File: src/rtl/ata_pio_dev.sv
// ata_pio_dev
// Device-side ATA PIO register responder. Host strobes, selects, address and
// data are brought into the clk domain through two-flop synchronisers. A
// falling strobe edge on a valid task-file address starts an access. IORDY is
// held low for wait_cyc+1 cycles. The access then either drives a 16 x 16-bit
// register file onto the data bus (read) or commits bus data into it (write).
// The backend can also update registers through a local port and is notified
// of every committed host write.
//
// Ports
//   clk, rst            clock, synchronous active-high reset
//   cs0_n, cs1_n, da    ATA chip selects and device address (asynchronous)
//   dior_n, diow_n      ATA read / write strobes (asynchronous)
//   dd_i                ATA data bus input (asynchronous)
//   dd_o, dd_oe         ATA data bus output and its enable (registered)
//   iordy               ATA IORDY, low inserts wait states (registered)
//   wait_cyc            wait length, quasi-static
//   lc_we/lc_addr/lc_d  local register write port
//   wr_stb/wr_addr/wr_data  one-cycle notification of a committed host write
module ata_pio_dev #(
  parameter int TW = 8
) (
  input  logic          clk,
  input  logic          rst,
  input  logic          cs0_n,
  input  logic          cs1_n,
  input  logic [2:0]    da,
  input  logic          dior_n,
  input  logic          diow_n,
  input  logic [15:0]   dd_i,
  output logic [15:0]   dd_o,
  output logic          dd_oe,
  output logic          iordy,
  input  logic [TW-1:0] wait_cyc,
  input  logic          lc_we,
  input  logic [3:0]    lc_addr,
  input  logic [15:0]   lc_d,
  output logic          wr_stb,
  output logic [3:0]    wr_addr,
  output logic [15:0]   wr_data
);

  typedef enum logic [2:0] {
    ST_IDLE   = 3'd0,
    ST_R_WAIT = 3'd1,
    ST_R_DATA = 3'd2,
    ST_W_WAIT = 3'd3,
    ST_W_DATA = 3'd4
  } state_t;

  localparam logic [TW-1:0] CNT_ZERO = {TW{1'b0}};
  localparam logic [TW-1:0] CNT_ONE  = {{(TW-1){1'b0}}, 1'b1};

  // Synchroniser stages: *_meta_r is the first flop, *_s the usable copy.
  logic        cs0_meta_r, cs1_meta_r, dior_meta_r, diow_meta_r;
  logic [2:0]  da_meta_r;
  logic [15:0] dd_meta_r;
  logic        cs0_s, cs1_s, dior_s, diow_s;
  logic [2:0]  da_s;
  logic [15:0] dd_s;
  logic        dior_q, diow_q;

  // Access state.
  state_t        state_r, state_nxt;
  logic [TW-1:0] cnt_r, cnt_nxt;
  logic [3:0]    addr_r, addr_nxt;

  // Registered outputs.
  logic        iordy_r, iordy_nxt;
  logic        dd_oe_r, dd_oe_nxt;
  logic [15:0] dd_o_r, dd_o_nxt;
  logic        wr_stb_r;
  logic [3:0]  wr_addr_r;
  logic [15:0] wr_data_r;

  // Register file.
  logic [15:0] regs_r [16];

  // Decode helpers.
  logic       addr_valid_s;
  logic [3:0] host_addr_s;
  logic       rd_fall_s;
  logic       wr_fall_s;
  logic       commit_s;

  // Two-flop synchronisers plus the third strobe flop for edge detection.
  always_ff @(posedge clk) begin
    if (rst) begin
      cs0_meta_r  <= 1'b1;
      cs1_meta_r  <= 1'b1;
      dior_meta_r <= 1'b1;
      diow_meta_r <= 1'b1;
      da_meta_r   <= 3'd0;
      dd_meta_r   <= 16'h0000;
      cs0_s       <= 1'b1;
      cs1_s       <= 1'b1;
      dior_s      <= 1'b1;
      diow_s      <= 1'b1;
      da_s        <= 3'd0;
      dd_s        <= 16'h0000;
      dior_q      <= 1'b1;
      diow_q      <= 1'b1;
    end else begin
      cs0_meta_r  <= cs0_n;
      cs1_meta_r  <= cs1_n;
      dior_meta_r <= dior_n;
      diow_meta_r <= diow_n;
      da_meta_r   <= da;
      dd_meta_r   <= dd_i;
      cs0_s       <= cs0_meta_r;
      cs1_s       <= cs1_meta_r;
      dior_s      <= dior_meta_r;
      diow_s      <= diow_meta_r;
      da_s        <= da_meta_r;
      dd_s        <= dd_meta_r;
      dior_q      <= dior_s;
      diow_q      <= diow_s;
    end
  end

  // Address decode and strobe falling-edge detection.
  always_comb begin
    // Exactly one select low; cs0_s low maps to regs 0-7, cs1_s low to 8-15.
    addr_valid_s = cs0_s ^ cs1_s;
    host_addr_s  = {cs0_s, da_s};
    rd_fall_s    = ~dior_s & dior_q;
    wr_fall_s    = ~diow_s & diow_q;
  end

  // Next-state, counter and output decisions for the access FSM.
  always_comb begin
    state_nxt = state_r;
    cnt_nxt   = cnt_r;
    addr_nxt  = addr_r;
    iordy_nxt = 1'b1;
    dd_oe_nxt = 1'b0;
    dd_o_nxt  = dd_o_r;
    commit_s  = 1'b0;
    case (state_r)
      ST_IDLE: begin
        // Simultaneous read and write edges are a protocol violation: ignored.
        if (addr_valid_s && rd_fall_s && !wr_fall_s) begin
          state_nxt = ST_R_WAIT;
          addr_nxt  = host_addr_s;
          cnt_nxt   = wait_cyc;
          iordy_nxt = 1'b0;
        end else if (addr_valid_s && wr_fall_s && !rd_fall_s) begin
          state_nxt = ST_W_WAIT;
          addr_nxt  = host_addr_s;
          cnt_nxt   = wait_cyc;
          iordy_nxt = 1'b0;
        end else begin
          state_nxt = ST_IDLE;
        end
      end
      ST_R_WAIT: begin
        if (dior_s) begin
          // Host gave up early: release IORDY, never drive the bus.
          state_nxt = ST_IDLE;
        end else if (cnt_r == CNT_ZERO) begin
          state_nxt = ST_R_DATA;
          dd_oe_nxt = 1'b1;
          // Data is captured once here so later local writes cannot disturb it.
          dd_o_nxt  = regs_r[addr_r];
        end else begin
          cnt_nxt   = cnt_r - CNT_ONE;
          iordy_nxt = 1'b0;
        end
      end
      ST_R_DATA: begin
        if (dior_s) begin
          state_nxt = ST_IDLE;
        end else begin
          dd_oe_nxt = 1'b1;
        end
      end
      ST_W_WAIT: begin
        if (diow_s) begin
          // Early strobe release still commits whatever is on the bus.
          commit_s  = 1'b1;
          state_nxt = ST_IDLE;
        end else if (cnt_r == CNT_ZERO) begin
          state_nxt = ST_W_DATA;
        end else begin
          cnt_nxt   = cnt_r - CNT_ONE;
          iordy_nxt = 1'b0;
        end
      end
      ST_W_DATA: begin
        if (diow_s) begin
          commit_s  = 1'b1;
          state_nxt = ST_IDLE;
        end else begin
          state_nxt = ST_W_DATA;
        end
      end
      default: begin
        state_nxt = ST_IDLE;
      end
    endcase
  end

  // FSM state, counter, latched address and bus-side output registers.
  always_ff @(posedge clk) begin
    if (rst) begin
      state_r <= ST_IDLE;
      cnt_r   <= CNT_ZERO;
      addr_r  <= 4'd0;
      iordy_r <= 1'b1;
      dd_oe_r <= 1'b0;
      dd_o_r  <= 16'h0000;
    end else begin
      state_r <= state_nxt;
      cnt_r   <= cnt_nxt;
      addr_r  <= addr_nxt;
      iordy_r <= iordy_nxt;
      dd_oe_r <= dd_oe_nxt;
      dd_o_r  <= dd_o_nxt;
    end
  end

  // Host-write notification registers; address/data hold between commits.
  always_ff @(posedge clk) begin
    if (rst) begin
      wr_stb_r  <= 1'b0;
      wr_addr_r <= 4'd0;
      wr_data_r <= 16'h0000;
    end else if (commit_s) begin
      wr_stb_r  <= 1'b1;
      wr_addr_r <= addr_r;
      wr_data_r <= dd_s;
    end else begin
      wr_stb_r  <= 1'b0;
    end
  end

  // Register file: local port writes any time; a host commit to the same
  // address in the same cycle takes priority.
  always_ff @(posedge clk) begin
    if (rst) begin
      for (int i = 0; i < 16; i++) begin
        regs_r[i] <= 16'h0000;
      end
    end else begin
      if (lc_we && !(commit_s && (lc_addr == addr_r))) begin
        regs_r[lc_addr] <= lc_d;
      end
      if (commit_s) begin
        regs_r[addr_r] <= dd_s;
      end
    end
  end

  assign iordy   = iordy_r;
  assign dd_oe   = dd_oe_r;
  assign dd_o    = dd_o_r;
  assign wr_stb  = wr_stb_r;
  assign wr_addr = wr_addr_r;
  assign wr_data = wr_data_r;

endmodule

File: config.mk
export PLATFORM = sky130hd
export DESIGN_NAME = ata_pio_dev
export DESIGN_NICKNAME = d
export VERILOG_FILES = /design/src/rtl/ata_pio_dev.sv
export SDC_FILE = /design/constraint.sdc
export NUM_CORES = 1
export LEC_CHECK = 0
export CAP_MARGIN = 10
export CORE_ASPECT_RATIO = 1.2
export CORE_UTILIZATION = 43
export CTS_CLUSTER_DIAMETER = 60
export DETAILED_ROUTE_END_ITERATION = 16
export PLACE_DENSITY = 0.67
export SYNTH_ARGS = -nofsm -noshare
export SYNTH_HDL_FRONTEND = slang
export SYNTH_SLANG_ARGS = --single-unit
File: constraint.sdc
create_clock -name clk -period 7.5 [get_ports clk]
set_input_delay 1.5 -clock clk [delete_from_list [all_inputs] [get_ports clk]]
set_output_delay 1.5 -clock clk [all_outputs]
set_load 0.03 [all_outputs]
==> results.ini, run 1 <==
[outcome]
outcome=complete, no violations

[hold_path]
min_path_cells=1
min_from=diow_meta_r
min_to=diow_s
hold_path.class=reg -> reg

[clocking]
htree_levels=2
cts_tree=yes
cts_hold_buf=0
cts_resized=0
cts_root_buffer=clkbuf_16
cts_buffers=36
clkSinkCount=358
worst_skew_pair.late_latency_ns=0.54
clkTransAtPathRegs_ns=0.06
cts_setup_buffers=0
clockBufferDepth=3

[route]
drt_wl_total_mm=44.84
via_per_inst=5.759
drc=0
dr.pass1.iters=5
drt_iter0_markers=1235
ant_nets=0
wl_per_cell_um=21.96
via_count=11760

[placement]
place.gp.congestion=0.8555
dpl.hpwl_mm=29.50
place_inst=1976
portBuffers=92

[synth]
synth_area_per_cell_um2=11.51
syn_area_mm2=0.01684
synth_common_cells=nand2_1 (337), edfxtp_1 (256), o21ai_0 (139), dfxtp_1 (102), o21ai_1 (96)
synth_warnings=0
ys_seq_area_share_pct=57.78
async_reset_ff_share_pct=0
syn-num-nets=1519
synth-edff-count=256
synth_most_common_cell=nand2_1
synth_top_area_share_pct=45.65
yosys_register_bits=358
synth.area.top_cells=edfxtp_1 (46%), dfxtp_1 (12%), mux4_2 (8.4%)
synth_cells=1463
synth_ff_type=edfxtp_1
yosys.area.top_type=edfxtp_1
synth.distinct_cells=56

[setup_path]
crit_required_ns=7.73
criticalPathCategory=in -> reg
reg2reg_depth=7
crit_chain=clkdlybuf4s50_1 > xor2_1 > or4_4 > nand4_4 > buf_4 > o21ai_0
critPathBufInv=2
endpoint_kind=flop
slowest_stage=buf_4
path_max_fanout=54
cpPeakStageDelay_ns=0.76
timing.rr.start=addr_r[2]
worst-r2r-setup-slack_ns=3.76
startpoint_type=input pin
cp_top_family=buffers and inverters
arrival_ns=4.15
timing.rr.end=regs_r[7][15]

[timing]
drv_slew=0
fmax_mhz=255.1
hold_viol=0
min_period_over_period_pct=52.26
worst_pin_slew_ns=1.272
rsz0062_at_grt=false
skew_ns=0.02011
min_period_ns=3.919
setup_tns_ns=0
finalSetupViolations=0
slew_headroom_pct=14.92

[final_layout]
syn_to_final_growth_pct=13.21
n_antenna_cell=0
fill_cells=3352
drive_gt1_share_pct=16.56
stdcell_count=2042
nets=1544

[grt]
grt_max_degree=80
grt_pass1_vias=11710
grt_usage_pct=22.88
antenna_found_initial=0
grt_overflow=0
grt_first_pass_wirelength_mm=68.94

[pwr]
power_uw=4192
p_leak_uw=0.006255
pwr_density_cell_mw_per_mm2=219.9
ir_worst_vdd_uv=172.1

[flow_run]
drv_cap=0

[floorplan]
die_h_um=218.8
die_area_mm2=0.03996
core_area_mm2=0.03865
initial_core_util_pct=43.57
rows=79
ios=93
die_w_um=182.7

## routing by layer
metal,GRT usage (%),vias up,wire length [µm]
li1,-,5323,-
met1,28.86,5716,17200
met2,39.31,614,22430
met3,3.468,106,3735
met4,9.384,0,1468
met5,0,-,0
## logic make-up after synthesis
logic type / after synthesis / synth area share, %
buffers and inverters: 138 / 4.391
flip-flops: 358 / 57.78
adder cells (fa/ha/maj): 2 / 0.1486
AND/OR/NAND/NOR: 494 / 13.24
XOR/XNOR: 8 / 0.4160
multiplexers: 115 / 11.64
AO/OA/AOI/OAI: 348 / 12.39
## stage by stage
step	util, %	hold slack (ns)	instance area (µm²)	setup slack (ns)
2_1_floorplan	-	0.3895	16840	3.200
3_3_place_gp	46.39	0.3949	17930	3.092
3_5_place_dp	46.39	0.3936	17930	3.035
4_1_cts	49.33	0.4032	19060	3.597
5_1_grt	49.33	0.4158	19060	3.404
6_report	49.33	0.4005	19060	3.581
## cell usage in the layout, fill, tap and decap left out, types with 38 or more instances in the layout
master / n
o21ai_0: 138
clkbuf_16: 38
dfxtp_1: 99
o21ai_2: 50
nor2b_1: 45
clkdlybuf4s50_1: 91
edfxtp_1: 256
o21ai_1: 97
nor2_1: 43
mux4_2: 63
nand2_1: 337
## layout make-up
type                    count  area, µm²  area share [%]
well taps                 526      658.1           3.452
multi-input cells         967       6390           33.52
inverters                   6      22.52          0.1181
clock buffers              52       1057           5.546
flip-flops and latches    358       9738           51.08
clock inverters            14      77.57          0.4069
repair buffers            119       1121           5.880
## state kept, by name, indices dropped and copies added (netlist names), 3 cells and up
name / flops
addr_r: 4
da_s: 3
dd_s: 16
state_r: 3
regs_r: 256
wr_addr: 4
wr_data: 16
dd_o: 16
da_meta_r: 3
dd_meta_r: 16
cnt_r: 8
## worst reg2reg max path, delay by kind of cell (launching register included)
kind	cells	cell delay [ns]
buffers and inverters	2	1.45
AND/OR/NAND/NOR	3	0.90
flip-flops	1	0.66
XOR/XNOR	1	0.21
AO/OA/AOI/OAI	1	0.23
## worst max path at each step
stage | start | depth (start not counted) | to
2_1_floorplan | lc_addr[0] | 7 | regs_r[14][0]
3_3_place_gp | lc_addr[0] | 6 | regs_r[7][15]
3_5_place_dp | lc_addr[0] | 6 | regs_r[3][15]
4_1_cts | lc_addr[0] | 6 | regs_r[7][15]
5_1_grt | lc_addr[0] | 6 | regs_r[7][15]
6_report | lc_addr[0] | 6 | regs_r[7][15]
## power breakdown
group | total, µW | internal [µW] | switching (µW)
Sequential | 2230 | 2180 | 44.2
Combinational | 222 | 81.2 | 141
Clock | 1740 | 984 | 759
Note: power is estimated with default switching activity, not from simulation.
==> run 2: changes to the inputs <==
==> constraint.sdc (replaced) <==
create_clock -name clk -period 3.9 [get_ports clk]
set_input_delay 0.78 -clock clk [delete_from_list [all_inputs] [get_ports clk]]
set_output_delay 0.78 -clock clk [all_outputs]
set_load 0.03 [all_outputs]
==> results.ini, run 2 (synthesized netlist as in run 1, its figures left out) <==
[timing]
fmax_mhz=338.9
setup_ws_ns=0.9492
setup_tns_ns=0
min_period_over_period_pct=75.66
drv_slew=0
hold_viol=0
finalSetupViolations=0
skew_ns=0.01705
rsz0062_at_grt=false
min_period_ns=2.951
slew_headroom_pct=42.46
worst_pin_slew_ns=0.8619

[setup_path]
slowest_stage=dfxtp_1
criticalPathCategory=reg -> reg
cpPeakStageDelay_ns=0.57
path_max_fanout=31
path_common_cell=buf_4
startpoint_type=flop
endpoint_kind=flop
worst-r2r-setup-slack_ns=0.95
crit_required_ns=4.16
crit_chain=and3b_1 > o21ai_4 > buf_4 > nor4_2 > or3_2 > buf_4 > o21ai_0
reg2reg_depth=7
arrival_ns=3.21

[clocking]
cts_hold_buf=0
clkTransAtPathRegs_ns=0.06
clkSinkCount=358
cts_setup_buffers=0
htree_levels=2
clockBufferDepth=3
cts_buffers=37
cts_tree=yes
cts_resized=0
cts_root_buffer=clkbuf_16
worst_skew_pair.late_latency_ns=0.54

[floorplan]
rows=79
die_area_mm2=0.03996
initial_core_util_pct=43.57
die_h_um=218.8
die_w_um=182.7
ios=93
core_area_mm2=0.03865

[grt]
use_met3_pct=3.419
grt_usage_pct=23.10
antenna_found_initial=1
grt_max_degree=73
grt_first_pass_wirelength_mm=69.66
grt_overflow=0
top_usage_layer=met2
grt_pass1_vias=12070
grt_use_met1_pct=28.29
use_met2_pct=39.63

[final_layout]
final_common_cell=nand2_1
largest_reg_flops=256
drive_gt1_share_pct=18.45
layout_common_cells=nand2_1 (337), edfxtp_1 (256), o21ai_0 (138), dfxtp_1 (99), o21ai_1 (97)
nets=1574
utilization_pct=50.15
regArea_mm2=0.009738
fill_cells=3354
multi_input_area_mm2=0.006390
syn_to_final_growth_pct=15.11
regMostFlops=regs_r

[hold_path]
min_path_cells=1
hold_path.class=reg -> reg

[outcome]
outcome=complete, no violations

[route]
drt_iter0_markers=1146
via_per_inst=5.757
via_count=11930
drc=0
wl_per_cell_um=21.81
ant_nets=0
drt_wl_total_mm=45.20
dr.pass1.iters=6

[placement]
portBuffers=92
dpl_worst_slack_ns=0.4800
place.gp.congestion=0.8324
dpl.hpwl_mm=30.45

[flow_run]
drv_cap=0

[pwr]
p_leak_uw=0.006449
pwr_density_cell_mw_per_mm2=421.8
ir_worst_vdd_uv=272.7

==> run 2: routing by layer <==
layer | share of wire, % | vias up
li1 | - | 5389
met1 | 37 | 5782
met2 | 50 | 616
met3 | 7.7 | 141
met4 | 4.8 | 0
met5 | 0 | -
==> run 2: report_power, final <==
part           switching, µW  internal (µW)
clock network           1480           1960
logic                    278            173
registers               80.6           4200
==> run 2: stage by stage <==
stage | total power, µW | area, µm² | hold slack, ns | cells
after floorplan | 4591 | 16840 | 0.3895 | 1463
after global placement | 4790 | 18210 | 0.3947 | 2005
after detailed placement | 4805 | 18210 | 0.3929 | 2005
after CTS | 8211 | 19380 | 0.4089 | 2071
after global routing | 8398 | 19380 | 0.4208 | 2072
final | 8175 | 19380 | 0.4073 | 2072
==> run 2: critical path: cells and delay by family (launching register included) <==
kind	cells	cell delay, ns
buffers and inverters	2	0.65
and+or+nand+nor	3	1.20
AOI/OAI and AO/OA	2	0.24
DFF	1	0.57
==> run 2: path summary, 6_finish.rpt <==
kind | from | to
min | cs0_meta_r | cs0_s
max reg2reg | state_r[0] | regs_r[10][13]
max | state_r[0] | regs_r[10][13]
min reg2reg | cs0_meta_r | cs0_s
==> run 2: cell type report <==
type | instances | share of cell area, %
Antenna cell | 1 | 0.01291
Clock buffer | 55 | 5.667
Clock inverter | 11 | 0.3744
Inverter | 6 | 0.1162
Multi-Input combinational cell | 967 | 32.97
Sequential cell | 358 | 50.24
Tap cell | 526 | 3.395
Timing Repair Buffer | 148 | 7.230
